File: src/rtl/dotprod_ctrl.sv
// dotprod_ctrl: collects eight (a,b) element pairs from a valid/ready stream,
// hands them to the dotprod engine with a one-cycle start pulse, waits for
// done under a timeout, and returns the result on a valid/ready stream.
// Optional build macro DOTPROD_CTRL_ACCUM_EN adds a running accumulator over
// successive results, cleared by the acc_clr input.
module dotprod_ctrl #(
  parameter int unsigned DW      = 32,
  parameter int unsigned RW      = 64,
  parameter int unsigned TIMEOUT = 200
) (
  input  logic              clk,
  input  logic              rst_n,
  input  logic              in_valid,
  output logic              in_ready,
  input  logic [DW-1:0]     in_a,
  input  logic [DW-1:0]     in_b,
  output logic [8*DW-1:0]   dp_a,
  output logic [8*DW-1:0]   dp_b,
  output logic              dp_start,
  input  logic              dp_done,
  input  logic [RW-1:0]     dp_result,
  output logic              res_valid,
  input  logic              res_ready,
  output logic [RW-1:0]     res_data,
  output logic              res_err,
  output logic              busy
`ifdef DOTPROD_CTRL_ACCUM_EN
  ,
  input  logic              acc_clr
`endif
);

  localparam int unsigned     CW      = $clog2(TIMEOUT + 1);
  localparam logic [CW-1:0]   TO_LAST = CW'(TIMEOUT - 1);

  typedef enum logic [1:0] {S_LOAD, S_START, S_WAIT, S_OUT} state_t;

  state_t            r_state;
  logic [2:0]        r_elem_cnt;
  logic [CW-1:0]     r_to_cnt;
  logic [8*DW-1:0]   r_dp_a;
  logic [8*DW-1:0]   r_dp_b;
  logic              r_dp_start;
  logic              r_in_ready;
  logic              r_busy;
  logic              r_res_valid;
  logic [RW-1:0]     r_res_data;
  logic              r_res_err;
  logic [RW-1:0]     w_done_val;

`ifdef DOTPROD_CTRL_ACCUM_EN
  logic [RW-1:0]     r_acc;
  logic [RW-1:0]     w_acc_base;

  // A clear coinciding with done is applied before the add.
  assign w_acc_base = acc_clr ? '0 : r_acc;
  assign w_done_val = w_acc_base + dp_result;

  // Running accumulator: loads the new total on done, zeroes on acc_clr.
  always_ff @(posedge clk or negedge rst_n) begin
    if (!rst_n) begin
      r_acc <= '0;
    end else if (r_state == S_WAIT && dp_done) begin
      r_acc <= w_done_val;
    end else if (acc_clr) begin
      r_acc <= '0;
    end
  end
`else
  assign w_done_val = dp_result;
`endif

  // Job sequencer: load operands, pulse start, wait for done/timeout, return result.
  always_ff @(posedge clk or negedge rst_n) begin
    if (!rst_n) begin
      r_state     <= S_LOAD;
      r_elem_cnt  <= '0;
      r_to_cnt    <= '0;
      r_dp_a      <= '0;
      r_dp_b      <= '0;
      r_dp_start  <= 1'b0;
      r_in_ready  <= 1'b1;
      r_busy      <= 1'b0;
      r_res_valid <= 1'b0;
      r_res_data  <= '0;
      r_res_err   <= 1'b0;
    end else begin
      case (r_state)
        S_LOAD: begin
          if (in_valid && r_in_ready) begin
            r_dp_a[int'(r_elem_cnt)*DW +: DW] <= in_a;
            r_dp_b[int'(r_elem_cnt)*DW +: DW] <= in_b;
            r_elem_cnt <= r_elem_cnt + 3'd1;
            if (r_elem_cnt == 3'd7) begin
              r_state    <= S_START;
              r_dp_start <= 1'b1;
              r_in_ready <= 1'b0;
              r_busy     <= 1'b1;
            end
          end
        end
        S_START: begin
          r_dp_start <= 1'b0;
          r_state    <= S_WAIT;
        end
        S_WAIT: begin
          r_to_cnt <= r_to_cnt + CW'(1);
          if (dp_done) begin
            r_res_data  <= w_done_val;
            r_res_err   <= 1'b0;
            r_res_valid <= 1'b1;
            r_state     <= S_OUT;
          end else if (r_to_cnt == TO_LAST) begin
            r_res_data  <= '0;
            r_res_err   <= 1'b1;
            r_res_valid <= 1'b1;
            r_state     <= S_OUT;
          end
        end
        S_OUT: begin
          if (res_ready) begin
            r_res_valid <= 1'b0;
            r_to_cnt    <= '0;
            r_in_ready  <= 1'b1;
            r_busy      <= 1'b0;
            r_state     <= S_LOAD;
          end
        end
        default: begin
          r_state <= S_LOAD;
        end
      endcase
    end
  end

  assign in_ready  = r_in_ready;
  assign busy      = r_busy;
  assign dp_a      = r_dp_a;
  assign dp_b      = r_dp_b;
  assign dp_start  = r_dp_start;
  assign res_valid = r_res_valid;
  assign res_data  = r_res_data;
  assign res_err   = r_res_err;

endmodule

File: config.mk
export PLATFORM = sky130hd
export DESIGN_NAME = dotprod_ctrl
export DESIGN_NICKNAME = d
export VERILOG_FILES = /design/src/rtl/dotprod_ctrl.sv
export SDC_FILE = /design/constraint.sdc
export NUM_CORES = 1
export LEC_CHECK = 0
export BUFFER_PORTS_ARGS = -buffer_cell sky130_fd_sc_hd__buf_2
export CORE_AREA = 2 2 280 282
export DETAILED_ROUTE_END_ITERATION = 16
export DIE_AREA = 0 0 282 284
export SETUP_SLACK_MARGIN = 0.02
export SYNTH_ARGS = -nofsm -noshare
export SYNTH_HDL_FRONTEND = slang
export SYNTH_SLANG_ARGS = --single-unit
File: constraint.sdc
create_clock -name clk -period 6.4 [get_ports clk]
set_input_delay 1.28 -clock clk [delete_from_list [all_inputs] [get_ports clk]]
set_output_delay 1.28 -clock clk [all_outputs]
set_load 0.05 [all_outputs]
=== Word-level counts from Yosys, hierarchy flattened ===
Cells that the tools add are included.

* Reduce and logical (&&, ||, !) cells: 13
* Mux-type cells: 25
* $add $sub $neg: 3
* Shift operators: 3
* Equality and inequality tests: 9

{| class="wikitable"
|+ Operator list
! kind !! number
|-
| $bwmux 256 || 2
|-
| $shiftx 32x34->256 || 2
|-
| $shift 32x34->256 const A || 1
|-
| $mux 64 || 2
|-
| $neg 8->34 || 1
|-
| $pmux 8 s2 || 1
|-
| $mux 2 || 5
|-
| $mux 1 || 9
|-
| $add 8x1->8 const B || 1
|-
| $eq 8x8->1 const B || 1
|-
| $mux 8 || 1
|-
| $pmux 1 s2 || 4
|-
| $pmux 2 s4 || 1
|-
| $reduce_and 4->1 || 2
|-
| $reduce_bool 2->1 || 4
|-
| $ne 2x2->1 const B || 3
|-
| $reduce_and 2->1 || 3
|-
| $reduce_and 3->1 || 2
|-
| $eq 2x2->1 const B || 2
|-
| $add 3x1->3 const B || 1
|-
| $eq 3x3->1 const B || 1
|-
| $ne 3x3->1 const B || 1
|-
| $eq 2x1->1 const B || 1
|-
| $logic_not 2->1 || 1
|-
| $logic_and 1x1->1 || 1
|}

* Flip-flop bits (word level): 594
* Output and inout bits: 581
* Bits of input ports: 133

=== Logic depth before layout (Yosys ltp) ===
Gate-level depths: netlist (run 1).

* Depth after elaboration: 4
* Gate-level depth with buffers: 11
* Gate-level depth less buffers: 6

=== Least setup slack after synthesis (run 1) ===
Ideal clock, no wire load.

* Path type: register -> register
* Start point: reg r_elem_cnt[0]
* End point: reg r_dp_a[0] (netlist: dp_a[0])
* Arrival: 3.080 ns
* Period minus slack after synthesis: 3.205 ns
* Setup slack: 3.195 ns
* Cell stages (with the launch flop): 12
* Setup time: 0.125 ns
* Cell sequence: dfrtp_1 > clkbuf_1 > clkbuf_1 > inv_1 > ha_1 > ha_1 > buf_6 > or4b_1 > or4_1 > buf_6 > buf_12 > mux2_4

* Word-level cells in the longest chain between the ends: 3
* Elaborated cells on any way between the ends: 4
* Classes of those cells: add/sub (1); shift (2); mux (1)

{| class="wikitable"
|+ RTL lines
! what !! RTL line !! text
|-
| start, declared || 39 || <nowiki>logic [2:0] r_elem_cnt;</nowiki>
|-
| start signal, assigned || 93 || <nowiki>r_elem_cnt <= r_elem_cnt + 3'd1;</nowiki>
|-
| $neg 8->34 * || 91 || <nowiki>r_dp_a[int'(r_elem_cnt)*DW +: DW] <= in_a;</nowiki>
|-
| $shiftx 32x34->256 / $shift 32x34->256 (equally long branches) || 91 ||
|-
| $bwmux 256 * || 91 ||
|-
| end signal, assigned by index || 91 ||
|-
| end, declared || 41 || <nowiki>logic [8*DW-1:0] r_dp_a;</nowiki>
|}

Mark *: on every way between the ends. The rest lies on a longest branch, timed or not.
A chain may end at the register's enable or synchronous reset.

=== Worst setup path after layout (run 1) ===
* Start point: reg r_elem_cnt[0]
* End point: reg r_dp_b[117] (netlist: dp_b[117])

* Word-level cells in the longest chain between the ends: 3
* Elaborated cells on any way between the ends: 4
* Classes of those cells: add/sub (1); shift (2); mux (1)

{| class="wikitable"
|+ RTL lines
! what !! RTL line !! text
|-
| $neg 8->34 * || 92 || <nowiki>r_dp_b[int'(r_elem_cnt)*DW +: DW] <= in_b;</nowiki>
|-
| $shiftx 32x34->256 / $shift 32x34->256 (equally long branches) || 92 ||
|-
| $bwmux 256 * || 92 ||
|-
| end signal, assigned by index || 92 ||
|-
| end, declared || 42 || <nowiki>logic [8*DW-1:0] r_dp_b;</nowiki>
|}

Marks and branches as above.

==> results of run 1 <==
cell families (layout without fill, tap and decap cells):
| logic type | count (synthesis) | in the layout | share of synthesized area [%] |
|---|---|---|---|
| XOR/XNOR | 4 | 4 | 0.139 |
| AND/OR/NAND/NOR | 437 | 437 | 9.52 |
| buffers and inverters | 194 | 933 | 3.54 |
| multiplexers | 518 | 518 | 23.7 |
| adder cells (fa/ha/maj) | 13 | 13 | 0.646 |
| flip-flops | 594 | 594 | 59.0 |
| other | 0 | 2 | 0 |
| AO/OA/AOI/OAI | 158 | 158 | 3.39 |
metrics by stage:
step | setup WS, ns | std cells | hold slack [ns] | instance area (um^2) | utilization, %
final | 2.10 | 3699 | 0.500 | 32000 | 41.6
after global routing | 1.88 | 3698 | 0.509 | 32000 | 41.6
after CTS | 2.04 | 3697 | 0.503 | 32000 | 41.6
after detailed placement | 2.06 | 3576 | 0.490 | 29800 | 38.7
after global placement | 2.23 | 3576 | 0.487 | 29800 | 38.7
after floorplan | 3.19 | 1918 | 0.531 | 25200 | -
cell usage in the layout, fill, tap and decap left out, types with 3 or more instances in the layout:
master	netlist	layout
buf_2	41	712
dfrtp_1	593	592
mux2_2	390	390
nand2_1	137	137
and2_1	111	110
and3_1	82	82
inv_1	74	73
clkbuf_16	0	69
mux2i_1	68	68
o21ai_0	68	68
a21oi_1	67	67
nor2b_1	65	64
mux2_4	60	60
buf_4	0	23
clkinv_2	0	17
clkbuf_8	0	15
ha_1	13	11
nand4_1	6	6
nand2b_1	6	6
nor2_4	0	5
nand3_1	5	5
clkbuf_1	65	5
o22ai_1	4	4
clkinv_16	0	4
nor3_1	4	3
nor3_4	0	3
o211ai_1	3	3
clkinvlp_4	0	3
inv_6	0	3
final timing paths:
check / from / to / slack (ns)
worst min register to register: dp_b[216] / dp_b[216] / 0.50
max in group asynchronous: rst_n / dp_a[164] / 4.14
min in group asynchronous: rst_n / dp_b[134] / 0.74
worst min-delay path: dp_b[216] / dp_b[216] / 0.50
worst max register to register: r_elem_cnt[0] / dp_b[117] / 2.10
worst max-delay path: r_elem_cnt[0] / dp_b[117] / 2.10
layout make-up:
| class | instances | area share [%] |
|---|---|---|
| multi-input cells | 1130 | 29.7 |
| well taps | 1040 | 4.06 |
| clock inverters | 32 | 1.05 |
| repair buffers | 738 | 11.8 |
| inverters | 74 | 0.867 |
| diodes | 2 | 0.0156 |
| flip-flops and latches | 594 | 46.4 |
| clock buffers | 89 | 6.09 |
worst reg2reg max path, cell delays in order, from the launching register on:
cell     delay [ns]
dfrtp_2        0.89
inv_1          0.25
ha_4           0.23
ha_1           0.48
o31ai_1        0.32
nor2_4         0.78
buf_4          0.71
mux2_2         0.52
sequential cells by signal (all words and copies together), names as in the netlist:
| signal | count |
|---|---|
| r_to_cnt | 8 |
| dp_b | 256 |
| r_state | 2 |
| res_data | 64 |
| dp_start | 1 |
| res_err | 1 |
| in_ready | 1 |
| r_elem_cnt | 3 |
| dp_a | 256 |
| res_valid | 1 |
| busy | 1 |
metal layers:
layer  share of wire (%)  track usage, %  wire [um]
met4                 3.8            8.54       3180
met5                   0               0          0
met2                  50            35.1      41500
met1                  39            23.9      32700
met3                 6.7            4.85       5590
==> run_results.csv, run 1 <==
group,metric,value,unit
routing,drt_iter0_drc,884,
global_routing,antenna_found_initial,3,
critical_path,r2r.worst_path.cells,7,
critical_path,end_kind,"flop",
sta,finalHoldViolCount,0,
clocking,h-tree-depth,3,
global_routing,grt_pass1_vias,19000,
clocking,clkSinkCount,594,
synth,synth-seq-area-share,59.0,%
global_routing,grt_usage,20.3,%
sta,timing.fmax,232,MHz
critical_path,cp_num_cells,7,
synth,avgSynthCellArea,13.1,um^2
die,die-area,80100,um^2
sta,layout_min_cycle_time,4.30,ns
global_routing,grt_max_degree,173,
critical_path,cp.required,6.87,ns
sta,worst_slew_pin_slew,1.21,ns
sta,period_share,67.2,%
clocking,worst_skew_pair.late_latency,0.62,ns
synth,synth-main-ff-cell,"dfrtp_1",
clocking,clk_pin_slew,0.06,ns
placed_design,hpwlAfterDp,57900,um
sta,rsz0062_at_grt,"false",
synth,syn-cell-area,25200,um^2
synth,ys_ff_latch,594,
sta,slew_viol_final,0,
synth,synthTopCellsByCount,"dfrtp_1, mux2_2, nand2_1",
critical_path,critPathBufInv,2,
global_routing,grt_pass1_wl,123000,um
die,core-area,77000,um^2
die,initial_utilization,32.7,%
die,die-width,282,um
critical_path,crit_type,"reg -> reg",
routing,firstDrtPassIters,5,
routing,drc,0,
finish,regArea,14900,um^2
worst_hold_path,hold_class,"reg -> reg",
clocking,cts_tree,"done",
critical_path,path_delay_family,"buffers and inverters",
synth,synth_most_common_cell,"dfrtp_1",
sta,setup-tns-final,0,ns
clocking,cts-root-buf,"clkbuf_16",
routing,final_antenna_net_count,0,
critical_path,startpoint_type,"flop",
clocking,cts_hold_repair.buffers,0,
synth,synth_edf_count,0,
global_routing,overflow,0,
finish,fillers,7293,
die,rows,102,
routing,via_per_inst,4.82,
synth,yosys_warnings,0,
die,io_pins,714,
sta,skew,0.0267,ns
job,cap_violations,0,
finish,final_layout_size_suffix_gt1_share,49.9,%
routing,vias,17800,
worst_hold_path,hold_depth,1,
critical_path,critPathMaxStageDelay,0.89,ns
synth,synth_top_area_share,58.9,%
finish,design.final.nets,2753,
finish,area_delta_synth_final,27.3,%
routing,routedWlPerCell,22.4,um
synth,synth.area.top_cells,"dfrtp_1, mux2_2, mux2_4",
placed_design,port_buffers,713,
routing,postRouteWirelength,83000,um
clocking,clockBufferDepth,3,
critical_path,cp_max_fo,44,
critical_path,path_cells,"inv_1 > ha_4 > ha_1 > o31ai_1 > nor2_4 > buf_4 > mux2_2",
die,die_h,284,um
synth,synth_nets,2064,
clocking,postCtsSetupBuffers,0,
synth,synth_cell_types,48,
synth,yosysTopAreaCell,"dfrtp_1",
clocking,numCtsBuffers,69,
finish,multi_input_comb_area,9520,um^2
clocking,ctsResizeCount,0,
placed_design,gp_congestion,0.852,
synth,syn_inst,1918,
synth,synthArstFlopShare,100,%
sta,relSlewSlack,19.4,%
critical_path,cpMaxStageDelayCell,"dfrtp_2",
sta,finalSetupViolCount,0,
run_status,status,"finished, final reports clean",
critical_path,arrival,4.77,ns
Power of run 1 is not shown: default switching activity piles up to over one toggle a cycle in this logic, so the estimate is an artifact.
==> run 2: changes to the inputs <==
- ABC_AREA: default -> 1
- CORE_AREA: 2 2 280 282 -> 2 2 276 278
- DIE_AREA: 0 0 282 284 -> 0 0 278 280
- clock period: 6.4 -> 4.4 ns (I/O delays scaled with it)
==> run 2 against run 1 <==
  * Maximum frequency is 42% higher
  * Sequential share of layout area is 1.8 points higher
  * Count of clock-buffer cells in the layout increased by 12
  * Sequential cell count did not move
  * Global-route usage rose by 3.2 points
  * Non-clock buffer count rose by 14
  * Clock skew up 0.00063 ns
  * Register-to-register slack lost 0.73 ns
  * Critical path depth rose by 1
  * Area after synthesis fell by 4.4%
  * Die area fell by 2.8%
  * Synthesized cell count rose by 40%
  * Largest cell class unchanged
==> run_results.csv, run 2 <==
group,metric,value,unit
sta,relSlewSlack,32.0,%
sta,skew,0.0274,ns
critical_path,end_kind,"flop",
die,die-area,77800,um^2
synth,ys_ff_latch,594,
synth,synthAdderAreaFrac,0.676,%
power_and_ir_drop,p_switching,2590,uW
sta,timing.fmax,330,MHz
power_and_ir_drop,finalPower,11700,uW
finish,final_layout_size_suffix_gt1_share,26.5,%
finish,mostFrequentLayoutCell,"nand2_1",
synth,synth_compound_area_share,9.73,%
clocking,numCtsBuffers,69,
finish,design.final.nets,3462,
critical_path,startpoint_type,"flop",
worst_hold_path,hold_class,"in -> async",
synth,synth-main-ff-cell,"dfrtp_1",
routing,routedWlPerCell,21.4,um
clocking,cts-root-buf,"clkbuf_16",
synth,synthTopCellsByCount,"nand2_1, dfrtp_1, o21ai_0",
placed_design,port_buffers,713,
clocking,h-tree-depth,3,
routing,drt_iter0_drc,1895,
synth,synth_top_area_share,61.6,%
die,initial_utilization,32.0,%
routing,drc,0,
synth,synth_edf_count,0,
critical_path,cp.required,4.85,ns
routing,firstDrtPassIters,7,
power_and_ir_drop,internal-power,9120,uW
synth,synth.area.top_cells,"dfrtp_1, nand2_1, o21ai_0",
sta,finalHoldViolCount,0,
clocking,cts_hold_repair.buffers,0,
finish,final_cell_mix,"nand2_1, buf_2, dfrtp_1",
sta,finalSetupViolCount,0,
global_routing,grt_pass1_vias,20400,
placed_design,gp_congestion,0.867,
synth,synth_most_common_cell,"nand2_1",
synth,synth_top_family_by_area,"simple AND/OR/NAND/NOR gates",
finish,fillers,7578,
run_status,status,"finished, final reports clean",
synth,yosys.area_share.simple,22.4,%
global_routing,antenna_found_initial,5,
routing,via_per_inst,4.87,
synth,synth_xor_area_share,0.0364,%
clocking,ctsResizeCount,0,
placed_design,dp.cells,4223,
job,cap_violations,0,
die,die_h,280,um
sta,setup-tns-final,0,ns
power_and_ir_drop,power_leakage,0.0169,uW
sta,hold_ws,0.309,ns
global_routing,grt_pass1_wl,137000,um
synth,synth_mux_area_share,0,%
synth,synth_cell_types,32,
power_and_ir_drop,ir_drop,224,uV
clocking,worst_skew_pair.late_latency,0.60,ns
synth,avgSynthCellArea,8.96,um^2
power_and_ir_drop,power_frac_seq,46.7,%
synth,yosysTopAreaCell,"dfrtp_1",
global_routing,overflow,0,
synth,synthArstFlopShare,100,%
global_routing,grt_usage,23.5,%
sta,layout_min_cycle_time,3.03,ns
synth,synth_nets,2832,
die,die-width,278,um
power_and_ir_drop,netSwitchingFraction,22.1,%
critical_path,rrSetupSlack,1.37,ns
synth,synth-seq-area-share,61.7,%
sta,rsz0062_at_grt,"false",
finish,area_delta_synth_final,28.1,%
power_and_ir_drop,p_per_area,380,nW/um^2
clocking,clockBufferDepth,3,
die,io_pins,714,
synth,syn_inst,2686,
finish,instances_no_fill,4348,
routing,final_antenna_net_count,0,
power_and_ir_drop,power_frac_comb,2.6,%
clocking,postCtsSetupBuffers,0,
sta,slew_viol_final,0,
routing,postRouteWirelength,93000,um
global_routing,grt_max_degree,95,
die,rows,101,
die,core-area,75200,um^2
synth,syn-cell-area,24100,um^2
clocking,clk_pin_slew,0.06,ns
clocking,cts_tree,"done",
finish,fin_util,41.0,%
routing,vias,21200,
sta,period_share,68.9,%
sta,worst_slew_pin_slew,1.02,ns
critical_path,arrival,3.48,ns
critical_path,crit_type,"reg -> reg",
clocking,clkSinkCount,594,
power_and_ir_drop,clkPwrFrac,50.7,%
critical_path,cp_max_fo,57,
synth,yosys_warnings,0,
placed_design,hpwlAfterDp,65200,um
-- run 2: final cells by class --
class | instances | area, um^2 | area share (%)
clock buffers | 101 | 2040 | 6.61
inverters | 98 | 373 | 1.21
clock inverters | 21 | 305 | 0.990
well taps | 978 | 1220 | 3.97
repair buffers | 752 | 4020 | 13.0
multi-input cells | 1801 | 7990 | 25.9
flip-flops and latches | 594 | 14900 | 48.2
diodes | 3 | 7.51 | 0.0244
-- run 2: logic make-up (layout without fill, tap and decap cells) --
family / count (synthesis) / after routing
AOI/OAI and AO/OA: 467 / 467
xor gates and xnor gates: 1 / 1
adders and majority gates: 13 / 13
buffers and inverters: 291 / 972
DFF: 594 / 594
other: 0 / 3
and+or+nand+nor: 1320 / 1320
-- run 2: critical path, stage by stage, from the launching register on --
cell,delay (ns)
dfrtp_2,0.38
buf_4,0.42
ha_1,0.23
inv_1,0.06
nor2_4,0.59
nand2_4,0.54
buf_12,0.36
nand2_1,0.11
o21ai_0,0.08
-- run 2: power groups by stage --
stage          Combinational (uW)  Sequential [uW]  Clock, uW
5_1_grt                       344             5460       6280
6_report                      308             5460       5930
3_5_place_dp                  315             5560          0
3_3_place_gp                  316             5560          0
2_1_floorplan                37.8             5560          0
4_1_cts                       315             5460       6060
-- run 2: per-stage QoR --
stage / worst slack [ns] / area (um^2)
floorplan: 2.32 / 24100
global placement: 1.31 / 28500
detailed placement: 1.24 / 28500
CTS: 1.33 / 30800
global route: 1.14 / 30800
finish: 1.37 / 30800
-- run 2: metal layers --
metal | track usage (%) | vias to the layer above | part of all wire (%)
met5 | 0 | - | 0.016
met4 | 7.89 | 4 | 3.2
met3 | 6.39 | 153 | 7.9
met2 | 36.6 | 830 | 46
met1 | 31.6 | 10200 | 43
li1 | - | 9946 | -
-- run 2: worst paths after layout --
check                                    from      endpoint  cells past startpoint
worst max-delay path            r_elem_cnt[0]     dp_a[161]                      8
worst min-delay path                    rst_n  res_data[56]                      1
worst max register to register  r_elem_cnt[0]     dp_a[161]                      8
worst min register to register   res_data[34]  res_data[34]                      2
max in group asynchronous               rst_n      dp_a[71]                      2
min in group clk                 res_data[34]  res_data[34]                      2
No activity file was read; power rests on OpenSTA's default activity.
==> run 3: changes to the inputs <==
- clock period: 4.4 -> 2.93 ns (I/O delays scaled with it)
==> run 3 against run 2 <==
  * Critical path depth rose by 1
  * Setup slack worse by 1.2 ns
  * Utilization increased by 0.39 points
  * First-iteration DRC count fell by 12%
  * Total power increased by 53%
  * Global-route usage increased by 0.063 points
  * Routed wire length is 0.68% higher
  * Largest power group unchanged
  * Die area unchanged
  * Final area rose by 0.96%
  * Non-clock buffer count grew 19
  * Sequential share of layout area shrank 0.46 points
==> run_results.csv, run 3 (same netlist as run 2, synthesis figures left out) <==
group,metric,value,unit
run_status,status,"finished, final reports clean",
placed_design,port_buffers,713,
finish,final_layout_size_suffix_gt1_share,26.9,%
clocking,clockBufferDepth,3,
job,cap_violations,0,
routing,final_antenna_net_count,0,
sta,setup-tns-final,0,ns
global_routing,antenna_found_initial,2,
critical_path,crit_top_cell,"buf_4",
sta,worst_slew_pin_slew,0.829,ns
die,die-area,77800,um^2
finish,final_area,31100,um^2
sta,finalSetupViolCount,0,
critical_path,path_cells,"buf_4 > ha_1 > inv_1 > nor2_4 > buf_4 > nand2_4 > buf_12 > nand2_1 > o21ai_0",
clocking,cts-root-buf,"clkbuf_16",
clocking,clk_pin_slew,0.06,ns
die,rows,101,
finish,area_delta_synth_final,29.3,%
clocking,numCtsBuffers,71,
power_and_ir_drop,power_leakage,0.0171,uW
routing,postRouteWirelength,93600,um
sta,layout_min_cycle_time,2.72,ns
routing,vias,21300,
worst_hold_path,hold_class,"in -> reg",
critical_path,cp.required,3.38,ns
sta,period_share,92.9,%
routing,routedWlPerCell,21.4,um
clocking,h-tree-depth,3,
die,io_pins,714,
global_routing,grt_pass1_wl,137000,um
placed_design,hpwlAfterDp,66400,um
critical_path,cp_max_fo,128,
clocking,worst_skew_pair.late_latency,0.61,ns
routing,drc,0,
die,die-width,278,um
routing,via_per_inst,4.87,
global_routing,overflow,0,
sta,finalHoldViolCount,0,
sta,slew_viol_final,0,
routing,drt_iter0_drc,1668,
critical_path,end_kind,"flop",
clocking,clkSinkCount,594,
sta,skew,0.0249,ns
power_and_ir_drop,p_per_area,575,nW/um^2
die,die_h,280,um
global_routing,grt_max_degree,129,
critical_path,critPathMaxStageDelay,0.51,ns
critical_path,arrival,3.18,ns
die,core-area,75200,um^2
sta,timing.fmax,367,MHz
sta,relSlewSlack,44.7,%
global_routing,grt_pass1_vias,20300,
critical_path,startpoint_type,"flop",
critical_path,cpMaxStageDelayCell,"buf_4",
global_routing,grt_usage,23.5,%
power_and_ir_drop,ir_drop,330,uV
clocking,ctsResizeCount,0,
sta,rsz0062_at_grt,"false",
placed_design,gp_congestion,0.859,
finish,final_cell_mix,"nand2_1, buf_2, dfrtp_1",
placed_design,placed_area,28700,um^2
finish,mostFrequentLayoutCell,"nand2_1",
critical_path,crit_type,"reg -> reg",
clocking,cts_tree,"done",
routing,firstDrtPassIters,5,
die,initial_utilization,32.0,%
finish,design.final.nets,3483,
==> run 3: cell count changes in the layout (fill, tap and decap cells not counted), moves of 2 or more <==
cell       previous run  this run
buf_12               12        17
buf_4                27        40
clkbuf_1             14        16
clkbuf_16            70        73
clkbuf_8             17        13
clkinv_2              9        11
clkinv_4              0         2
diode_2               3         1
inv_16                0         2
==> run 3: final cells by class <==
class | count | area [um^2]
Inverter | 98 | 373
Multi-Input combinational cell | 1801 | 7990
Clock buffer | 102 | 2070
Clock inverter | 25 | 370
Antenna cell | 1 | 2.50
Sequential cell | 594 | 14900
Tap cell | 978 | 1220
Fill cell | 7525 | 44100
Timing Repair Buffer | 771 | 4230
==> run 3: per-layer routing <==
metal	share of wire (%)	routed length (um)	GRT usage (%)
met5	0	0	0
met4	3.4	3150	8.52
met3	7.4	6910	5.78
met2	46	43400	37.0
met1	43	40200	31.5
==> run 3: path summary, 6_finish.rpt <==
| check | slack [ns] | cells past startpoint | from | to |
|---|---|---|---|---|
| min in group asynchronous | 0.51 | 2 | rst_n | res_data[56] |
| setup reg to reg | 0.21 | 9 | r_elem_cnt[0] | dp_a[112] |
| hold reg to reg | 0.47 | 2 | res_data[34] | res_data[34] |
| max in group asynchronous | 1.45 | 3 | rst_n | dp_b[181] |
| setup / recovery | 0.21 | 9 | r_elem_cnt[0] | dp_a[112] |
| hold / removal | 0.17 | 3 | dp_result[45] | res_data[45] |
==> run 3: critical path, delay by kind of cell (launching register included) <==
kind	cells	cell delay, ns
AO/OA/AOI/OAI	1	0.11
adder cells (fa/ha/maj)	1	0.27
AND/OR/NAND/NOR	3	0.41
flip-flops	1	0.43
buffers and inverters	4	1.17
==> run 3: through the flow <==
stage	instances	setup WS (ns)	util [%]	hold slack (ns)	power (uW)
after global placement	4241	0.423	38.1	0.450	8820
after detailed placement	4241	0.357	38.1	0.453	8820
after global routing	4370	0.104	41.4	0.147	18500
after floorplan	2686	0.851	-	0.290	8410
after CTS	4369	0.319	41.4	0.125	18100
final	4370	0.208	41.4	0.168	17900
==> run 3: power breakdown <==
part	internal [uW]	switching (uW)	total, uW
registers	8200	0	8200
clock network	5560	3660	9230
logic	114	344	457
total	13900	4010	17900
==> run 3: timing repair <==
| action | CTS | global route |
|---|---|---|
| hold buffers | 1 | 0 |
| buffers inserted | 0 | 0 |
| endpoints found under the hold margin | 37 | 0 |
